File: config.mk
export PLATFORM = sky130hd
export DESIGN_NAME = ram_bank_arbiter
export DESIGN_NICKNAME = d
export VERILOG_FILES = /design/src/rtl/ram_bank_arbiter.sv
export SDC_FILE = /design/constraint.sdc
export NUM_CORES = 1
export LEC_CHECK = 0
export CAP_MARGIN = 20
export CORE_MARGIN = 2
export CORE_UTILIZATION = 46
export CTS_BUF_LIST = sky130_fd_sc_hd__clkbuf_16
export CTS_CLUSTER_DIAMETER = 120
export DETAILED_ROUTE_END_ITERATION = 8
export GPL_ROUTABILITY_DRIVEN = 1
export PLACE_DENSITY = 0.85
export SLEW_MARGIN = 15
export SYNTH_ARGS = -nofsm -noshare
export SYNTH_HDL_FRONTEND = slang
export SYNTH_HIERARCHICAL = 1
export SYNTH_SLANG_ARGS = --single-unit
File: constraint.sdc
create_clock -name clk -period 12.16 [get_ports clk]
set_input_delay 2.432 -clock clk [delete_from_list [all_inputs] [get_ports clk]]
set_output_delay 2.432 -clock clk [all_outputs]
set_load 0.01 [all_outputs]
File: src/rtl/ram_bank_arbiter.sv
// ram_bank_arbiter: two-requester round-robin arbiter and access sequencer for a
// four-bank word RAM. It serialises reads and writes, drives the bank strobes and returns completions.

module ram_bank_arbiter_chk (
  input logic       clk,
  input logic       rst,
  input logic       gnt_a,
  input logic       gnt_b,
  input logic       done_a,
  input logic       done_b,
  input logic [3:0] mem_cs,
  input logic       mem_rw,
  input logic       busy
);

  a_gnt_excl: assert property (@(posedge clk) disable iff (rst) !(gnt_a && gnt_b));
  a_done_excl: assert property (@(posedge clk) disable iff (rst) !(done_a && done_b));
  a_cs_onehot0: assert property (@(posedge clk) disable iff (rst) $onehot0(mem_cs));
  a_cs_busy: assert property (@(posedge clk) disable iff (rst) (mem_cs != 4'b0000) |-> busy);
  a_rw_cs: assert property (@(posedge clk) disable iff (rst) mem_rw |-> (mem_cs != 4'b0000));

endmodule

module ram_bank_arbiter #(
  parameter int N     = 32,
  parameter int M     = 5,
  parameter int CNT_W = 16
) (
  input  logic             clk,
  input  logic             rst,
  input  logic             req_a,
  input  logic             we_a,
  input  logic [M+1:0]     addr_a,
  input  logic [N-1:0]     wdata_a,
  output logic             gnt_a,
  output logic             done_a,
  output logic [N-1:0]     rdata_a,
  input  logic             req_b,
  input  logic             we_b,
  input  logic [M+1:0]     addr_b,
  input  logic [N-1:0]     wdata_b,
  output logic             gnt_b,
  output logic             done_b,
  output logic [N-1:0]     rdata_b,
  output logic [3:0]       mem_cs,
  output logic             mem_rw,
  output logic [M-1:0]     mem_addr,
  output logic [N-1:0]     mem_wdata,
  input  logic [N-1:0]     mem_rdata,
  output logic             busy,
  output logic [CNT_W-1:0] cnt_a,
  output logic [CNT_W-1:0] cnt_b
);

  typedef enum logic [1:0] {
    S_IDLE    = 2'd0,
    S_ISSUE   = 2'd1,
    S_CAPTURE = 2'd2,
    S_DONE    = 2'd3
  } state_t;

  function automatic logic [3:0] bank_onehot(input logic [1:0] bank);
    logic [3:0] oh;
    case (bank)
      2'd0:    oh = 4'b0001;
      2'd1:    oh = 4'b0010;
      2'd2:    oh = 4'b0100;
      2'd3:    oh = 4'b1000;
      default: oh = 4'b0000;
    endcase
    return oh;
  endfunction

  function automatic logic [CNT_W-1:0] sat_inc(input logic [CNT_W-1:0] cnt);
    logic [CNT_W-1:0] res;
    if (cnt == {CNT_W{1'b1}}) begin
      res = cnt;
    end else begin
      res = cnt + {{(CNT_W-1){1'b0}}, 1'b1};
    end
    return res;
  endfunction

  state_t           state_q, state_d;
  logic             ptr_b_q, ptr_b_d;
  logic             owner_b_q, owner_b_d;
  logic             we_q, we_d;
  logic [3:0]       mem_cs_q, mem_cs_d;
  logic             mem_rw_q, mem_rw_d;
  logic [M-1:0]     mem_addr_q, mem_addr_d;
  logic [N-1:0]     mem_wdata_q, mem_wdata_d;
  logic             done_a_q, done_a_d;
  logic             done_b_q, done_b_d;
  logic [N-1:0]     rdata_a_q, rdata_a_d;
  logic [N-1:0]     rdata_b_q, rdata_b_d;
  logic [CNT_W-1:0] cnt_a_q, cnt_a_d;
  logic [CNT_W-1:0] cnt_b_q, cnt_b_d;

  logic             idle_s;
  logic             win_a_s;
  logic             win_b_s;
  logic             sel_we_s;
  logic [M+1:0]     sel_addr_s;
  logic [N-1:0]     sel_wdata_s;

  assign idle_s = (state_q == S_IDLE);

  // A lone request always wins; on a tie the pointer picks the favoured side
  always_comb begin
    win_a_s = 1'b0;
    win_b_s = 1'b0;
    if (req_a && req_b) begin
      win_a_s = ~ptr_b_q;
      win_b_s = ptr_b_q;
    end else begin
      win_a_s = req_a;
      win_b_s = req_b;
    end
  end

  always_comb begin
    sel_we_s    = we_a;
    sel_addr_s  = addr_a;
    sel_wdata_s = wdata_a;
    if (win_b_s) begin
      sel_we_s    = we_b;
      sel_addr_s  = addr_b;
      sel_wdata_s = wdata_b;
    end else begin
      sel_we_s    = we_a;
      sel_addr_s  = addr_a;
      sel_wdata_s = wdata_a;
    end
  end

  always_comb begin
    state_d     = state_q;
    ptr_b_d     = ptr_b_q;
    owner_b_d   = owner_b_q;
    we_d        = we_q;
    mem_cs_d    = 4'b0000;
    mem_rw_d    = 1'b0;
    mem_addr_d  = mem_addr_q;
    mem_wdata_d = mem_wdata_q;
    done_a_d    = 1'b0;
    done_b_d    = 1'b0;
    rdata_a_d   = rdata_a_q;
    rdata_b_d   = rdata_b_q;
    cnt_a_d     = cnt_a_q;
    cnt_b_d     = cnt_b_q;
    case (state_q)
      S_IDLE: begin
        if (win_a_s || win_b_s) begin
          state_d     = S_ISSUE;
          owner_b_d   = win_b_s;
          we_d        = sel_we_s;
          mem_cs_d    = bank_onehot(sel_addr_s[M+1:M]);
          mem_rw_d    = sel_we_s;
          mem_addr_d  = sel_addr_s[M-1:0];
          mem_wdata_d = sel_wdata_s;
          if (win_b_s) begin
            cnt_b_d = sat_inc(cnt_b_q);
          end else begin
            cnt_a_d = sat_inc(cnt_a_q);
          end
        end else begin
          state_d = S_IDLE;
        end
      end
      S_ISSUE: begin
        // A write completes on this edge; a read keeps the bank selected one more cycle
        if (we_q) begin
          state_d  = S_DONE;
          done_a_d = ~owner_b_q;
          done_b_d = owner_b_q;
        end else begin
          state_d  = S_CAPTURE;
          mem_cs_d = mem_cs_q;
          mem_rw_d = 1'b0;
        end
      end
      S_CAPTURE: begin
        state_d  = S_DONE;
        done_a_d = ~owner_b_q;
        done_b_d = owner_b_q;
        if (owner_b_q) begin
          rdata_b_d = mem_rdata;
        end else begin
          rdata_a_d = mem_rdata;
        end
      end
      S_DONE: begin
        state_d = S_IDLE;
        ptr_b_d = ~owner_b_q;
      end
      default: begin
        state_d = S_IDLE;
      end
    endcase
  end

  always_ff @(posedge clk or posedge rst) begin
    if (rst) begin
      state_q     <= S_IDLE;
      ptr_b_q     <= 1'b0;
      owner_b_q   <= 1'b0;
      we_q        <= 1'b0;
      mem_cs_q    <= 4'b0000;
      mem_rw_q    <= 1'b0;
      mem_addr_q  <= '0;
      mem_wdata_q <= '0;
      done_a_q    <= 1'b0;
      done_b_q    <= 1'b0;
      rdata_a_q   <= '0;
      rdata_b_q   <= '0;
      cnt_a_q     <= '0;
      cnt_b_q     <= '0;
    end else begin
      state_q     <= state_d;
      ptr_b_q     <= ptr_b_d;
      owner_b_q   <= owner_b_d;
      we_q        <= we_d;
      mem_cs_q    <= mem_cs_d;
      mem_rw_q    <= mem_rw_d;
      mem_addr_q  <= mem_addr_d;
      mem_wdata_q <= mem_wdata_d;
      done_a_q    <= done_a_d;
      done_b_q    <= done_b_d;
      rdata_a_q   <= rdata_a_d;
      rdata_b_q   <= rdata_b_d;
      cnt_a_q     <= cnt_a_d;
      cnt_b_q     <= cnt_b_d;
    end
  end

  // Grants are combinational so the request fields latch on the same edge; gated off in reset
  assign gnt_a     = idle_s & win_a_s & ~rst;
  assign gnt_b     = idle_s & win_b_s & ~rst;
  assign done_a    = done_a_q;
  assign done_b    = done_b_q;
  assign rdata_a   = rdata_a_q;
  assign rdata_b   = rdata_b_q;
  assign mem_cs    = mem_cs_q;
  assign mem_rw    = mem_rw_q;
  assign mem_addr  = mem_addr_q;
  assign mem_wdata = mem_wdata_q;
  assign busy      = ~idle_s;
  assign cnt_a     = cnt_a_q;
  assign cnt_b     = cnt_b_q;

  ram_bank_arbiter_chk u_chk (
    .clk    (clk),
    .rst    (rst),
    .gnt_a  (gnt_a),
    .gnt_b  (gnt_b),
    .done_a (done_a),
    .done_b (done_b),
    .mem_cs (mem_cs),
    .mem_rw (mem_rw),
    .busy   (busy)
  );

endmodule
==> metrics.txt <==
R2R Path End=cnt_b[1]$_DFFE_PP0P_; cts-stage hold buffer count=0; post-DR wirelength/cell=17.38 um; Critical Path, Cell by Cell=clkdlybuf4s50_1, nand2b_1, nand3_1, nor2_1, clkdlybuf4s50_1; Setup crit end kind=output port; startpoint class of the critical path=input pin; min-delay worst type=reg -> reg; Critical-path top delay cell=clkdlybuf4s50_1; Least-Margin Pin Slew=776.3 ps; Final Setup Violations=0; Antenna Diode Count=0; Min Clock Period, post-route=6729 ps; Crit path required time=9730 ps; Site Rows=42; Clock Sinks=145; Post-synth EDFFs=0; die height=120.4 um; fin nets=879; pwr dens=245.1 nW/um^2; Max-Cap Viols=0; PortBufs=258; ys async rst share=100.0%; 1st-pass router iterations=4; post-CTS setup buffers=0; H-tree levels=4; Root Buffer=clkbuf_16; Mapped Area=6237 sq um; slew margin rel.=48.25%; number of stages on the worst setup path=5; syn avg cell area=12.58 sq um; crit share post-route=55.34%; 1st-iter DRT viols=204; post-route setup TNS=0 ps; R2R depth=5; post-DP HPWL=11950 um; routed via count=4925; worst skew pair latency=410 ps; CORE AREA=13240 sq um; Unique masters post-synth=36; Seq/Total Area, Yosys=58.17%; most frequent cells in the layout=clkdlybuf4s50_1, dfrtp_1, mux2_2; GRT Residual Overflow=0; CP delay by family, top=buffers and inverters; Synth warnings=6; CTS resizes=0; clock buffer depth=2; WP data arrival=4300 ps; routed vias/inst=5.206; DIE AREA=14510 sq um; worst setup margin=5431 ps; Worst path most repeated cell=clkdlybuf4s50_1; number of synthesized register bits=145; R2R Setup Slk=10020 ps; Synth Flop Type=dfrtp_1; RSZ-0062 raised after global routing=false; WP buf/inv=2; outcome=completed; vias in the first global route=5239; Pins Over Slew Limit=0; Remaining DRCs=0; reg2reg start=state_q[0]$_DFF_PP0_; Final Hold Viols=0; Post-Syn Nets=618; Worst-path clk slew=60 ps; total wire length=16450 um; Clock Skew=7.316 ps; Total GRT Usage=23.68%; leakage=0.004281 uW; crit-path max cell delay=560 ps; Hold Startpoint=mem_addr[3]$_DFFE_PP0P_; most common cell after layout, fill and taps aside=clkdlybuf4s50_1; share of layout cells above drive strength 1=14.55%; Peak VDD IR=0.1171 mV; Setup WS pre-CTS=5436 ps; CTS tree=built; CTS Buf Count=17; maximum fanout along the worst path=12; Ports=259; final core occ=73.36%; fmax=0.1486 GHz; WHS Path Cells=2; post-route non-filler standard cell count=946; Crit Path Class=in -> out; antenna violations before repair=0; Placer Congestion=0.8112; Antenna Nets Post-Route=0; Die W=120.4 um; Hold Crit Endpoint=mem_addr[3]$_DFFE_PP0P_; Syn Inst Count=496; Area Overhead vs Synth=55.75%; Initial Utilization=47.10%; first-pass GRT wire length=26540 um; largest net degree at the start of global routing=90; placed insts=914
-- layer usage --
layer  up-vias  wire length (um)  track usage (%)
met5         -                 0                0
met4         0               572            11.34
met3        43              1369            7.783
met2       243              8323            41.14
met1      2365              6180            26.11
li1       2274                 -                -
-- registers in the layout, indices dropped and copies added, names as in the netlist, 2 cells and up --
register,flops
mem_wdata,32
cnt_b,16
rdata_b,32
mem_cs,4
mem_addr,5
state_q,2
rdata_a,32
cnt_a,16
-- final cells by class --
class                   count  area [sq um]
fillers                   930          3528
clock buffers              17         425.4
repair buffers            263          2624
flip-flops and latches    145          3628
inverters                   6         27.53
clock inverters            15         281.5
well taps                 176         220.2
multi-input cells         324          2507
-- cells by family after synthesis --
logic type | share of synthesized area, %
and+or+nand+nor | 11.72
adders and majority gates | 1.204
AOI/OAI and AO/OA | 4.052
xor gates and xnor gates | 3.791
muxes | 19.22
DFF | 58.17
buffers and inverters | 1.846
-- through the flow --
stage	power, uW	cell area (sq um)	hold WS [ps]
after floorplan	1235	6237	465.6
after global placement	1731	9004	462.2
after detailed placement	1774	9004	469.3
after CTS	2408	9711	483.5
after global routing	2516	9714	511.7
final	2381	9714	476.6
-- how the worst max path moves through the flow --
stage,start,to,slack (ps)
2_1_floorplan,rst,cnt_a[0]$_DFFE_PP0P_,5830
3_3_place_gp,req_a,gnt_b,5490
3_5_place_dp,req_a,gnt_b,5440
4_1_cts,req_a,gnt_b,5420
5_1_grt,req_a,gnt_b,5310
6_report,req_a,gnt_b,5430
-- power breakdown --
part	total, uW	internal, uW	switching, uW
registers	808	685	123
logic	955	551	405
clock network	617	409	208
-- tightest hold or removal path, delay by kind of cell (launching register included) --
kind | cells | cell delay, ps
DFF | 1 | 340
AOI/OAI and AO/OA | 1 | 60
and+or+nand+nor | 1 | 40
-- Yosys cell counts, drive strengths merged, types with 9 or more instances --
cell type / number / area, sq um
nor2: 13 / 48.80
clkbuf: 9 / 33.78
buf: 12 / 58.81
nor3: 11 / 55.05
dfrtp: 145 / 3628
nor4: 10 / 105.1
xor2: 21 / 183.9
mux2: 70 / 788.3
nand4: 12 / 105.1
nand3: 14 / 70.07
nand2: 57 / 214.0
mux2i: 41 / 410.4
o21ai: 39 / 195.2
(Power assumes the default switching activity.)
==> RTL change 1, RTL diff (config.mk and constraints unchanged) <==
`M`: 5 -> 6.
--- a/src/rtl/ram_bank_arbiter.sv
+++ b/src/rtl/ram_bank_arbiter.sv
@@ -23,7 +23,7 @@
 
 module ram_bank_arbiter #(
   parameter int N     = 32,
-  parameter int M     = 5,
+  parameter int M     = 6,
   parameter int CNT_W = 16
 ) (
   input  logic             clk,
Interface: changed (resized addr_a, addr_b and mem_addr); port bits go from 259 to 262. The function was not compared with the original's and may differ.
==> RTL change 1 against the unedited design <==
Wire length down 1.8%. Setup slack worse by 0.0053 ns. Final cell count increased by 0.63%. Design area decreased by 0.72%. Register-to-register slack gained 0.07 ns. Synthesized cell count grew 0.81%. Power fell by 5.2%. Synthesized area up 0.62%. Non-clock buffer count is 4 higher. Sequential cell count up 1. Highest routed layer unchanged.
==> RTL change 1: results (changes against the unedited design) <==
| Metric | Value |
|---|---|
| Start point of the worst min-delay path | mem_wdata[3] |
| Leak Pwr | 4.27 nW (-0.31%) |
| Placed instance area | 9070 um2 (+0.78%) |
| Status | completed |
| Area contributors post-synth | dfrtp_1 58%, mux2_2 11%, mux2i_1 6.9% |
| Number of global-route vias before repair | 5087 (-2.9%) |
| Mapped Cells | 500 (+0.81%) |
| GRT Overall Usage | 22.4% (-1.3 points) |
| Worst reg2reg endpoint | mem_cs[3] |
| Maximum vdd ir drop | 0.000112 V (-4.6%) |
| Register area share after synthesis | 58.2% (about the same) |
| Commonest cells post-synth | 146 x dfrtp_1, 64 x mux2_2, 54 x nand2_1 |
| Post-layout min period | 6.73 ns (+0.00534 ns) |
| Wire length on met3 | 1.37 mm (-0.15%) |
| Setup Skew | 0.0111 ns (+0.00374 ns) |
| Total Power | 2.26 mW (-5.2%) |
| Met1 GRT Util | 25.8% (-0.36 points) |
| Reg-to-Reg Start | ptr_b_q |
| Slew headroom | 51.7% (+3.4 points) |
| Dpl ws | 5.44 ns (+0.00867 ns) |
| Final Non-Filler Cells | 952 (+0.63%) |
| Dpl cells | 920 (+0.66%) |
| Post-DP HPWL | 11.8 mm (-1.5%) |
| WL met2 | 8.12 mm (-2.4%) |
| P_int | 1.54 mW (-6.3%) |
[RTL change 1: cell types whose count changed in the layout (fill, tap and decap cells not counted), sizes merged, moves of 2 or more]
cell | unedited run | this run
bufinv | 7 | 2
clkdlybuf4s50 | 258 | 261
clkinv | 3 | 7
inv | 8 | 10
mux2i | 41 | 43
nand2 | 57 | 54
nor4 | 10 | 12
xor2 | 21 | 19
[RTL change 1: cell type report]
class / count / area (um2)
inverters: 8 / 35.0
clock buffers: 17 / 425
fillers: 923 / 3650
clock inverters: 14 / 125
flip-flops and latches: 146 / 3650
well taps: 176 / 220
repair buffers: 267 / 2670
multi-input cells: 324 / 2510
[RTL change 1: logic make-up (layout without fill, tap and decap cells)]
group	after synthesis	after routing	share of synthesized area (%)
AND/OR/NAND/NOR	131	131	11.4
buffers and inverters	30	306	1.93
XOR/XNOR	26	26	3.63
multiplexers	113	113	19.4
AO/OA/AOI/OAI	48	48	4.19
flip-flops	146	146	58.2
adder cells (fa/ha/maj)	6	6	1.20
==> RTL change 2, RTL diff (same settings) <==
Without the edit above. Make the reset (`rst`) synchronous in one clocked block.
--- a/src/rtl/ram_bank_arbiter.sv
+++ b/src/rtl/ram_bank_arbiter.sv
@@ -199,7 +199,7 @@
     endcase
   end
 
-  always_ff @(posedge clk or posedge rst) begin
+  always_ff @(posedge clk) begin
     if (rst) begin
       state_q     <= S_IDLE;
       ptr_b_q     <= 1'b0;
Function: differs if rst is asserted again (counterexample within 4 cycles, from zero or initial values and one cycle with rst high); with rst held inactive, the same outputs for 4 cycles.
==> RTL change 2 against the unedited design <==
Sequential cell count unchanged. Design area decreased by 6.5%. Global-route usage increased by 1.5 points. Synthesized area decreased by 5.3%. Critical endpoint unchanged. Non-clock buffer count increased by 2. Wire length increased by 7.0%. Maximum frequency decreased by 3.8%. First-iteration DRC count increased by 94%. Critical path type unchanged. Setup slack got worse by 0.26 ns.
Power is not compared: it rests on default switching activity, and its combinational part moved more than twofold at a synthesized area within 25%.
==> RTL change 2: results (changes against the unedited design) <==
| Metric | Value |
|---|---|
| Fraction of registers with async set or reset after synthesis | 0% (-100 points) |
| Layout cells sized above 1 | 3.90% (-11 points) |
| GRT Overall Usage | 25.1% (+1.5 points) |
| Max FO, Critical Path | 42 (+30) |
| Worst-path clk slew | 0.05 ns |
| Status | completed |
| Min-Delay Path Class | flip-flop to flip-flop |
| Routed Antenna Nets | 0 (unchanged) |
| Arr. time, crit path | 4.56 ns (+0.26 ns) |
| Cell with the largest stage delay on the worst path | nand2b_2 |
| Mapped Cells | 731 (+47%) |
| Unique cell type count in the Yosys netlist | 34 (-5.6%) |
| Register area share after synthesis | 49.2% (-9.0 points) |
| Largest net degree at the start of global routing | 110 (+22%) |
| Clk buf depth | 2 (unchanged) |
| Fill cells | 1005 (+8.1%) |
| Top delay family on crit path | simple AND/OR/NAND/NOR gates |
| Drt total wl | 17.6 mm (+7.0%) |
| Total number of vias | 6004 (+22%) |
| Gpl congestion | 0.883 (+8.9%) |
| Commonest cells post-synth | 184 x nand2_1, 145 x dfxtp_1, 78 x nor2_1 |
| Post-DP HPWL | 12.3 mm (+3.2%) |
| Area contributors post-synth | dfxtp_1 49%, nand2_1 12%, a21oi_1 6.3% |
| First-pass GRT wire length | 26.8 mm (+1.1%) |
| Vias/cell | 5.24 (+0.63%) |
| Slew headroom | 26.7% (-22 points) |
| Syn nets | 853 (+38%) |
| Nets@finish | 1083 (+23%) |
| Post-CTS setup buffers | 0 (unchanged) |
| Number of global-route vias before repair | 5534 (+5.6%) |
| DRT iter0 DRCs | 395 (+94%) |
| Setup Skew | 0.00538 ns (-0.00193 ns) |
| Slowest stage delay, CP | 0.65 ns (+0.09 ns) |
[RTL change 2: cell count changes in the layout (fill, tap and decap cells not counted), sizes merged, moves of 36 or more]
cell,delta
a311oi,+37
nand2,+128
nor2,+65
o21ai,-36
mux2,-69
mux2i,-36
dfxtp,+145
dfrtp,-145
a21oi,+72
[RTL change 2: path summary, 6_finish.rpt]
kind,startpoint,end,slack (ns),cells past startpoint
min,mem_cs[0],mem_cs[0],0.45,2
min reg2reg,mem_cs[0],mem_cs[0],0.45,2
max reg2reg,ptr_b_q,mem_cs[2],9.42,5
max,req_a,gnt_b,5.17,5
[RTL change 2: cells by family (layout without fill, tap and decap cells)]
family | after synthesis | in the layout | share of synthesized area [%]
simple gates | 364 | 364 | 27.4
mux | 6 | 6 | 1.10
buf+inv | 61 | 304 | 4.05
compound gates | 121 | 121 | 12.9
xor+xnor | 28 | 28 | 4.15
fa+ha+maj | 6 | 6 | 1.27
flops | 145 | 145 | 49.2
[RTL change 2: tightest hold or removal path: stages, from the launching register on]
cell and delay, ns:
dfxtp_1 0.30, nand2_1 0.05, a21oi_1 0.05
[RTL change 2: stage by stage]
step	area, um2	util (%)	setup WS, ns	total power [mW]
detailed placement	8540	67.9	5.14	0.865
CTS	9080	72.2	5.14	1.34
global placement	8540	67.9	5.16	0.860
floorplan	5900	-	6.36	0.703
global route	9090	72.3	5.00	1.39
finish	9090	72.3	5.17	1.33
[RTL change 2: cell type report]
type,count,area share (%)
repair buffers,265,29.0
multi-input cells,525,30.5
flip-flops and latches,145,31.9
clock inverters,15,1.23
inverters,7,0.289
well taps,172,2.37
clock buffers,17,4.68
[RTL change 2: layer usage]
metal	up-vias	global-route usage, %	wire, um
li1	2963	-	-
met1	2780	28.8	6910
met2	231	41.9	8500
met3	30	9.32	1730
met4	0	11.3	461
met5	-	0	0
[RTL change 2: power breakdown]
group          total [mW]  internal [mW]  switching (mW)
sequential          0.549          0.522          0.0264
combinational       0.306          0.155           0.152
clock               0.477          0.292           0.185
